--- config.mk ---
export PLATFORM = sky130hd
export DESIGN_NAME = scan_line_controller_flat
export DESIGN_NICKNAME = d
export VERILOG_FILES = /design/src/rtl/scan_line_controller_if.sv /design/src/rtl/scan_line_controller.sv /design/src/flat_wrapper.sv
export SDC_FILE = /design/constraint.sdc
export NUM_CORES = 1
export LEC_CHECK = 0
export CAP_MARGIN = 20
export CORE_UTILIZATION = 50
export CTS_BUF_LIST = sky130_fd_sc_hd__clkbuf_4 sky130_fd_sc_hd__clkbuf_8
export DETAILED_ROUTE_END_ITERATION = 16
export PLACE_DENSITY = 0.76
export SYNTH_ARGS = -nofsm -noshare
export SYNTH_HDL_FRONTEND = slang
export SYNTH_SLANG_ARGS = --single-unit
--- constraint.sdc ---
create_clock -name clk -period 7 [get_ports clk]
set_input_delay 1.4 -clock clk [delete_from_list [all_inputs] [get_ports clk]]
set_output_delay 1.4 -clock clk [all_outputs]
set_load 0.01 [all_outputs]
--- src/rtl/scan_line_controller_if.sv ---
// Serialized sample stream toward the line buffer: one channel word per
// valid/ready handshake.
interface scan_line_controller_if #(
   parameter int DW = 12
);
   logic [DW-1:0] out_data;
   logic [2:0]    out_ch;
   logic          out_last;
   logic          out_valid;
   logic          out_ready;

   modport master (
      output out_data, out_ch, out_last, out_valid,
      input  out_ready
   );

   modport slave (
      input  out_data, out_ch, out_last, out_valid,
      output out_ready
   );
endinterface

--- src/rtl/scan_line_controller.sv ---
// Ultrasound scan-line acquisition sequencer: trigger, dead time, capture of
// LINE_LEN 8-channel vectors, serialization of enabled channels onto a stream.
// Optional macro SCAN_CTRL_TESTPAT_EN replaces ADC data with a synthetic pattern.
module scan_line_controller #(
   parameter int DW       = 12,
   parameter int LINE_LEN = 1024,
   parameter int CNT_W    = 11
) (
   input  logic                  clk,
   input  logic                  reset,
   input  logic                  trig_in,
   input  logic [15:0]           delay_cycles,
   input  logic [7:0]            ch_mask,
   input  logic                  adc_strb,
   input  logic [DW-1:0]         data_a,
   input  logic [DW-1:0]         data_b,
   input  logic [DW-1:0]         data_c,
   input  logic [DW-1:0]         data_d,
   input  logic [DW-1:0]         data_e,
   input  logic [DW-1:0]         data_f,
   input  logic [DW-1:0]         data_g,
   input  logic [DW-1:0]         data_h,
   scan_line_controller_if.master out_if,
   output logic                  busy,
   output logic                  line_done,
   output logic                  overrun,
   output logic                  trig_miss,
   output logic [CNT_W-1:0]      vec_cnt
);

   typedef enum logic [1:0] {IDLE, DELAY, ACQ, DRAIN} state_t;

   state_t           state_q, state_d;
   logic [15:0]      dly_q, dly_d;
   logic [7:0]       mask_q, mask_d;
   logic [7:0]       rem_q, rem_d;
   logic [DW-1:0]    hold_q [8];
   logic [DW-1:0]    hold_d [8];
   logic [CNT_W-1:0] vec_cnt_q, vec_cnt_d;
   logic             overrun_q, overrun_d;
   logic             trig_miss_q, trig_miss_d;
   logic             line_done_q, line_done_d;
   logic             last_vec_q, last_vec_d;

   logic [DW-1:0]    src [8];
   logic [2:0]       idx;
   logic [7:0]       lowbit;
   logic             found;
   logic             out_valid;
   logic             hs;
   logic [7:0]       rem_pop;
   logic             capture;

   always_comb begin
`ifdef SCAN_CTRL_TESTPAT_EN
      logic [31:0] vc_ext;
      vc_ext = 32'(vec_cnt_q);
      for (int unsigned i = 0; i < 8; i++) begin
         src[i] = {3'(i), vc_ext[DW-4:0]};
      end
`else
      src[0] = data_a;
      src[1] = data_b;
      src[2] = data_c;
      src[3] = data_d;
      src[4] = data_e;
      src[5] = data_f;
      src[6] = data_g;
      src[7] = data_h;
`endif
   end

   // Serializer: lowest pending channel is presented; the word held in the
   // register counts as gone once its handshake happens this cycle.
   always_comb begin
      idx   = 3'd0;
      found = 1'b0;
      for (int unsigned i = 0; i < 8; i++) begin
         if (rem_q[i] && !found) begin
            idx   = 3'(i);
            found = 1'b1;
         end
      end
      lowbit    = 8'd1 << idx;
      out_valid = |rem_q;
      hs        = out_valid & out_if.out_ready;
      rem_pop   = hs ? (rem_q & ~lowbit) : rem_q;
   end

   always_comb begin
      state_d     = state_q;
      dly_d       = dly_q;
      mask_d      = mask_q;
      rem_d       = rem_pop;
      vec_cnt_d   = vec_cnt_q;
      overrun_d   = overrun_q;
      trig_miss_d = trig_miss_q;
      line_done_d = 1'b0;
      last_vec_d  = last_vec_q;
      capture     = 1'b0;

      case (state_q)
         IDLE: begin
            if (trig_in) begin
               dly_d       = delay_cycles;
               mask_d      = ch_mask;
               vec_cnt_d   = '0;
               overrun_d   = 1'b0;
               trig_miss_d = 1'b0;
               last_vec_d  = 1'b0;
               state_d     = (delay_cycles == 16'd0) ? ACQ : DELAY;
            end
         end
         DELAY: begin
            dly_d = dly_q - 16'd1;
            if (dly_q == 16'd1) state_d = ACQ;
         end
         ACQ: begin
            if (adc_strb) begin
               if (rem_pop == 8'd0) begin
                  capture   = 1'b1;
                  rem_d     = mask_q;
                  vec_cnt_d = vec_cnt_q + CNT_W'(1);
                  if (vec_cnt_q == CNT_W'(LINE_LEN - 1)) begin
                     last_vec_d = 1'b1;
                     // An empty mask leaves nothing to drain, so finish now.
                     if (mask_q == 8'd0) begin
                        state_d     = IDLE;
                        line_done_d = 1'b1;
                     end else begin
                        state_d = DRAIN;
                     end
                  end
               end else begin
                  overrun_d = 1'b1;
               end
            end
         end
         DRAIN: begin
            if (rem_pop == 8'd0) begin
               state_d     = IDLE;
               line_done_d = 1'b1;
            end
         end
         default: state_d = IDLE;
      endcase

      if (trig_in && state_q != IDLE) trig_miss_d = 1'b1;

      for (int unsigned i = 0; i < 8; i++) begin
         hold_d[i] = capture ? src[i] : hold_q[i];
      end
   end

   always_ff @(posedge clk or posedge reset) begin
      if (reset) begin
         state_q     <= IDLE;
         dly_q       <= '0;
         mask_q      <= '0;
         rem_q       <= '0;
         vec_cnt_q   <= '0;
         overrun_q   <= 1'b0;
         trig_miss_q <= 1'b0;
         line_done_q <= 1'b0;
         last_vec_q  <= 1'b0;
         for (int unsigned i = 0; i < 8; i++) hold_q[i] <= '0;
      end else begin
         state_q     <= state_d;
         dly_q       <= dly_d;
         mask_q      <= mask_d;
         rem_q       <= rem_d;
         vec_cnt_q   <= vec_cnt_d;
         overrun_q   <= overrun_d;
         trig_miss_q <= trig_miss_d;
         line_done_q <= line_done_d;
         last_vec_q  <= last_vec_d;
         for (int unsigned i = 0; i < 8; i++) hold_q[i] <= hold_d[i];
      end
   end

   assign out_if.out_valid = out_valid;
   assign out_if.out_data  = hold_q[idx];
   assign out_if.out_ch    = idx;
   assign out_if.out_last  = last_vec_q & out_valid & ((rem_q & ~lowbit) == 8'd0);

   assign busy      = (state_q != IDLE);
   assign line_done = line_done_q;
   assign overrun   = overrun_q;
   assign trig_miss = trig_miss_q;
   assign vec_cnt   = vec_cnt_q;

endmodule
--- src/flat_wrapper.sv ---
// flat-port wrapper written by rule: the top's interface ports become plain ports
module scan_line_controller_flat 
#(
   parameter int DW       = 12,
   parameter int LINE_LEN = 1024,
   parameter int CNT_W    = 11
)
  (clk, reset, trig_in, delay_cycles, ch_mask, adc_strb, data_a, data_b, data_c, data_d, data_e, data_f, data_g, data_h, busy, line_done, overrun, trig_miss, vec_cnt, out_if_out_data, out_if_out_ch, out_if_out_last, out_if_out_valid, out_if_out_ready);
  scan_line_controller_if #(.DW(DW)) out_if_i ();
  input  logic clk;
  input  logic reset;
  input  logic trig_in;
  input  logic [15:0] delay_cycles;
  input  logic [7:0] ch_mask;
  input  logic adc_strb;
  input  logic [DW-1:0] data_a;
  input  logic [DW-1:0] data_b;
  input  logic [DW-1:0] data_c;
  input  logic [DW-1:0] data_d;
  input  logic [DW-1:0] data_e;
  input  logic [DW-1:0] data_f;
  input  logic [DW-1:0] data_g;
  input  logic [DW-1:0] data_h;
  output logic busy;
  output logic line_done;
  output logic overrun;
  output logic trig_miss;
  output logic [CNT_W-1:0] vec_cnt;
  output wire logic [$bits(out_if_i.out_data)-1:0] out_if_out_data;
  output wire logic [$bits(out_if_i.out_ch)-1:0] out_if_out_ch;
  output wire logic [$bits(out_if_i.out_last)-1:0] out_if_out_last;
  output wire logic [$bits(out_if_i.out_valid)-1:0] out_if_out_valid;
  input wire logic [$bits(out_if_i.out_ready)-1:0] out_if_out_ready;
  assign out_if_out_data = out_if_i.out_data;
  assign out_if_out_ch = out_if_i.out_ch;
  assign out_if_out_last = out_if_i.out_last;
  assign out_if_out_valid = out_if_i.out_valid;
  assign out_if_i.out_ready = out_if_out_ready;
  scan_line_controller #(.DW(DW), .LINE_LEN(LINE_LEN), .CNT_W(CNT_W)) u_core (.clk(clk), .reset(reset), .trig_in(trig_in), .delay_cycles(delay_cycles), .ch_mask(ch_mask), .adc_strb(adc_strb), .data_a(data_a), .data_b(data_b), .data_c(data_c), .data_d(data_d), .data_e(data_e), .data_f(data_f), .data_g(data_g), .data_h(data_h), .out_if(out_if_i), .busy(busy), .line_done(line_done), .overrun(overrun), .trig_miss(trig_miss), .vec_cnt(vec_cnt));
endmodule
==> key figures <==
STA
  – Final Critical Period: 5280 ps
  – RSZ-0062 raised after global routing: no
  – Final setup violation count: 0
  – Final Slew Violations: 0
  – Fmax: 0.189 GHz
  – Slew margin rel.: 0.403
  – Hold slack: 487 ps
  – Skew final: 7.75 ps
  – Sum Neg Setup Slack: 0 ps
  – Final hold violation count: 0
  – Least-Margin Pin Slew: 896 ps
  – Fin crit share: 0.754

Synthesis
  – Post-Synth Simple-Gate Area: 0.146
  – #FFs+latches synth: 145
  – Top FF cell, synth: dfrtp_1
  – Post-Synthesis Cells: 647
  – Avg Cell Area, Syn: 11.1 um2
  – Sequential area share after synthesis: 0.506
  – Net Count, Synth: 775
  – Mux cell area share after synthesis: 0.167
  – Synthesized cell area: 7160 um2
  – Most common cell in the synthesized netlist: dfrtp_1
  – Ys async rst share: 1.00
  – Adder-Cell Fraction of Synth Area: 0.00524
  – XOR/XNOR Fraction of Synth Area: 0.00611
  – Yosys cell types: 59
  – Ys Warns: 0
  – Complex-gate fraction of the synthesized area: 0.132
  – Post-synth EDFFs: 0
  – Largest cells by area after synthesis: dfrtp_1 (51%), mux2_1 (8.2%), mux2_2 (7.5%)
  – Synth top cells by count: dfrtp_1 (145), nand2_1 (64), mux2_1 (52)
  – Top cell type's share of synthesized area: 0.506
  – Yosys top cell by area: dfrtp_1
  – Largest family of logic cells by synthesized area: multiplexers

Power
  – Maximum vdd drop: 0.201 mV
  – Overall Power: 4.43 mW
  – Power density cells: 478 nW/um2
  – Lkg Pwr: 3.88 nW

Place
  – Dpl cells: 947
  – Number of port buffers: 156
  – Detailed Place HPWL: 12800 um
  – Placer congestion estimate: 0.896

Critical path
  – Largest delay share family, worst path: simple AND/OR/NAND/NOR gates
  – Worst Setup End Kind: primary output
  – WP data required: 5600 ps
  – CP peak stage delay: 720 ps
  – Crit path DAT: 3880 ps
  – Worst path bufs/invs: 2
  – Critical path class: reg2out
  – Slowest cell on crit path: nor4_4
  – Setup crit start kind: flip-flop
  – Critical-path cell list: nor4_4, nand2b_1, inv_1, a221o_1, o22ai_1, a211oi_1, clkdlybuf4s50_1
  – Worst-path maximum fanout: 14

Routing
  – Initial DRC Count: 517
  – DRT antenna net count: 0
  – # DRC: 0
  – Via count: 5806
  – WL final: 18500 um
  – Drt via density: 5.91
  – Wire per inst: 18.8 um
  – Drt first pass iters: 5

Clock network
  – Clk slew on worst S/H paths: 70 ps
  – Total setup buffers inserted after CTS: 0
  – CTS H-tree lvls: 4
  – Worst-skew pair later-pin latency: 450 ps
  – CTS tree: yes
  – Root Driver: clkbuf_8
  – Resize count post-CTS: 0
  – CTS Hold Buffers Added: 0
  – Max clock buf depth: 2
  – TritonCTS Sinks: 145
  – Num CTS Buffers: 17

Global route
  – First-pass GRT wire length: 29400 um
  – Initial antenna violation count: 1
  – Vias in the first global route: 5863
  – Largest net degree at the start of global routing: 79
  – GRT overflow: 0
  – GRT Total Usage: 0.259

Final layout
  – Final #Nets: 918
  – Layout area overhead: 29.3%
  – Fin cells: 982
  – Layout Utilization: 0.665
  – Antenna Cells: 0
  – Layout cell share with drive strength beyond 1: 0.123

Floorplanning
  – Ports: 157
  – Initial Utilization: 0.514
  – Die Y: 122 um
  – Die Wd: 122 um
  – Full die area: 14800 um2
  – Core footprint: 13900 um2
  – Site Rows: 43

Min path
  – Worst hold path class: reg2reg

Status
  – Status: completed

Run
  – Max-Cap Viols: 0
## per-layer routing
metal | track usage | share of wire | vias to the layer above | wire length [um]
li1 | - | - | 2672 | -
met1 | 0.348 | 0.46 | 2878 | 8420
met2 | 0.408 | 0.46 | 226 | 8560
met3 | 0.0665 | 0.065 | 28 | 1210
met4 | 0.0887 | 0.015 | 2 | 285
met5 | 0 | 0.00081 | - | 15
## sequential cells by signal, summed over array words and instances, names as in the netlist
name / flops
u_core.hold_q: 96
u_core.state_q: 2
u_core.rem_q: 8
u_core.trig_miss: 1
u_core.overrun: 1
u_core.last_vec_q: 1
u_core.dly_q: 16
u_core.vec_cnt: 11
u_core.mask_q: 8
u_core.line_done: 1
## power by group
part | internal (mW) | switching (mW) | total (mW) | leakage [nW]
clock | 0.382 | 0.304 | 0.686 | 0.214
sequential | 1.21 | 0.282 | 1.50 | 1.78
combinational | 1.13 | 1.12 | 2.25 | 1.89
total | 2.73 | 1.70 | 4.43 | 3.88
## kinds of logic (layout without fill, tap and decap cells)
logic type,count (synthesis),after routing
muxes,107,107
buffers and inverters,51,206
and+or+nand+nor,209,209
AOI/OAI and AO/OA,127,127
adders and majority gates,3,3
DFF,145,145
xor gates and xnor gates,5,5
## path summary, 6_finish.rpt
path | depth (start not counted) | from | slack (ps) | to
max | 7 | u_core.rem_q[1]$_DFF_PP0_ | 1720 | out_if_out_data[7]
min | 1 | u_core.hold_q[12]$_DFFE_PP0P_ | 490 | u_core.hold_q[12]$_DFFE_PP0P_
max reg2reg | 7 | u_core.rem_q[1]$_DFF_PP0_ | 3130 | u_core.hold_q[26]$_DFFE_PP0P_
min reg2reg | 1 | u_core.hold_q[12]$_DFFE_PP0P_ | 490 | u_core.hold_q[12]$_DFFE_PP0P_
max in group asynchronous | 4 | reset | 4540 | u_core.vec_cnt[6]$_DFFE_PP0P_
min in group asynchronous | 2 | reset | 1410 | u_core.hold_q[70]$_DFFE_PP0P_
## cell type report
class / instances / area (um2)
Fill cell: 1044 / 4670
Timing Repair Buffer: 164 / 1670
Multi-Input combinational cell: 451 / 3280
Inverter: 11 / 46.3
Tap cell: 180 / 225
Clock inverter: 4 / 72.6
Sequential cell: 145 / 3630
Clock buffer: 27 / 340
## cell usage in the layout (no fill, tap or decap), drive strengths merged, types with 18 or more instances in the layout
master | synthesis | layout
clkdlybuf4s50 | 0 | 156
mux2 | 100 | 100
o21ai | 20 | 20
clkbuf | 15 | 27
nand3 | 18 | 18
nand2 | 64 | 64
nor2 | 42 | 42
a21oi | 19 | 19
a221o | 18 | 18
dfrtp | 145 | 145
nor3 | 22 | 22
## worst register-to-register path, delay by kind of cell (launching register included)
kind / cells / cell delay, ps
buffers and inverters: 2 / 1270
multiplexers: 1 / 430
AO/OA/AOI/OAI: 1 / 290
flip-flops: 1 / 540
AND/OR/NAND/NOR: 3 / 1230
## metrics by stage
step                      instance area (um2)  setup WS (ps)
after floorplan                          7160           1710
after global placement                   8770           2280
after detailed placement                 8770           2120
after CTS                                9180           1620
after global routing                     9260           1500
final                                    9260           1720
Power figures use the tool's default switching activity.
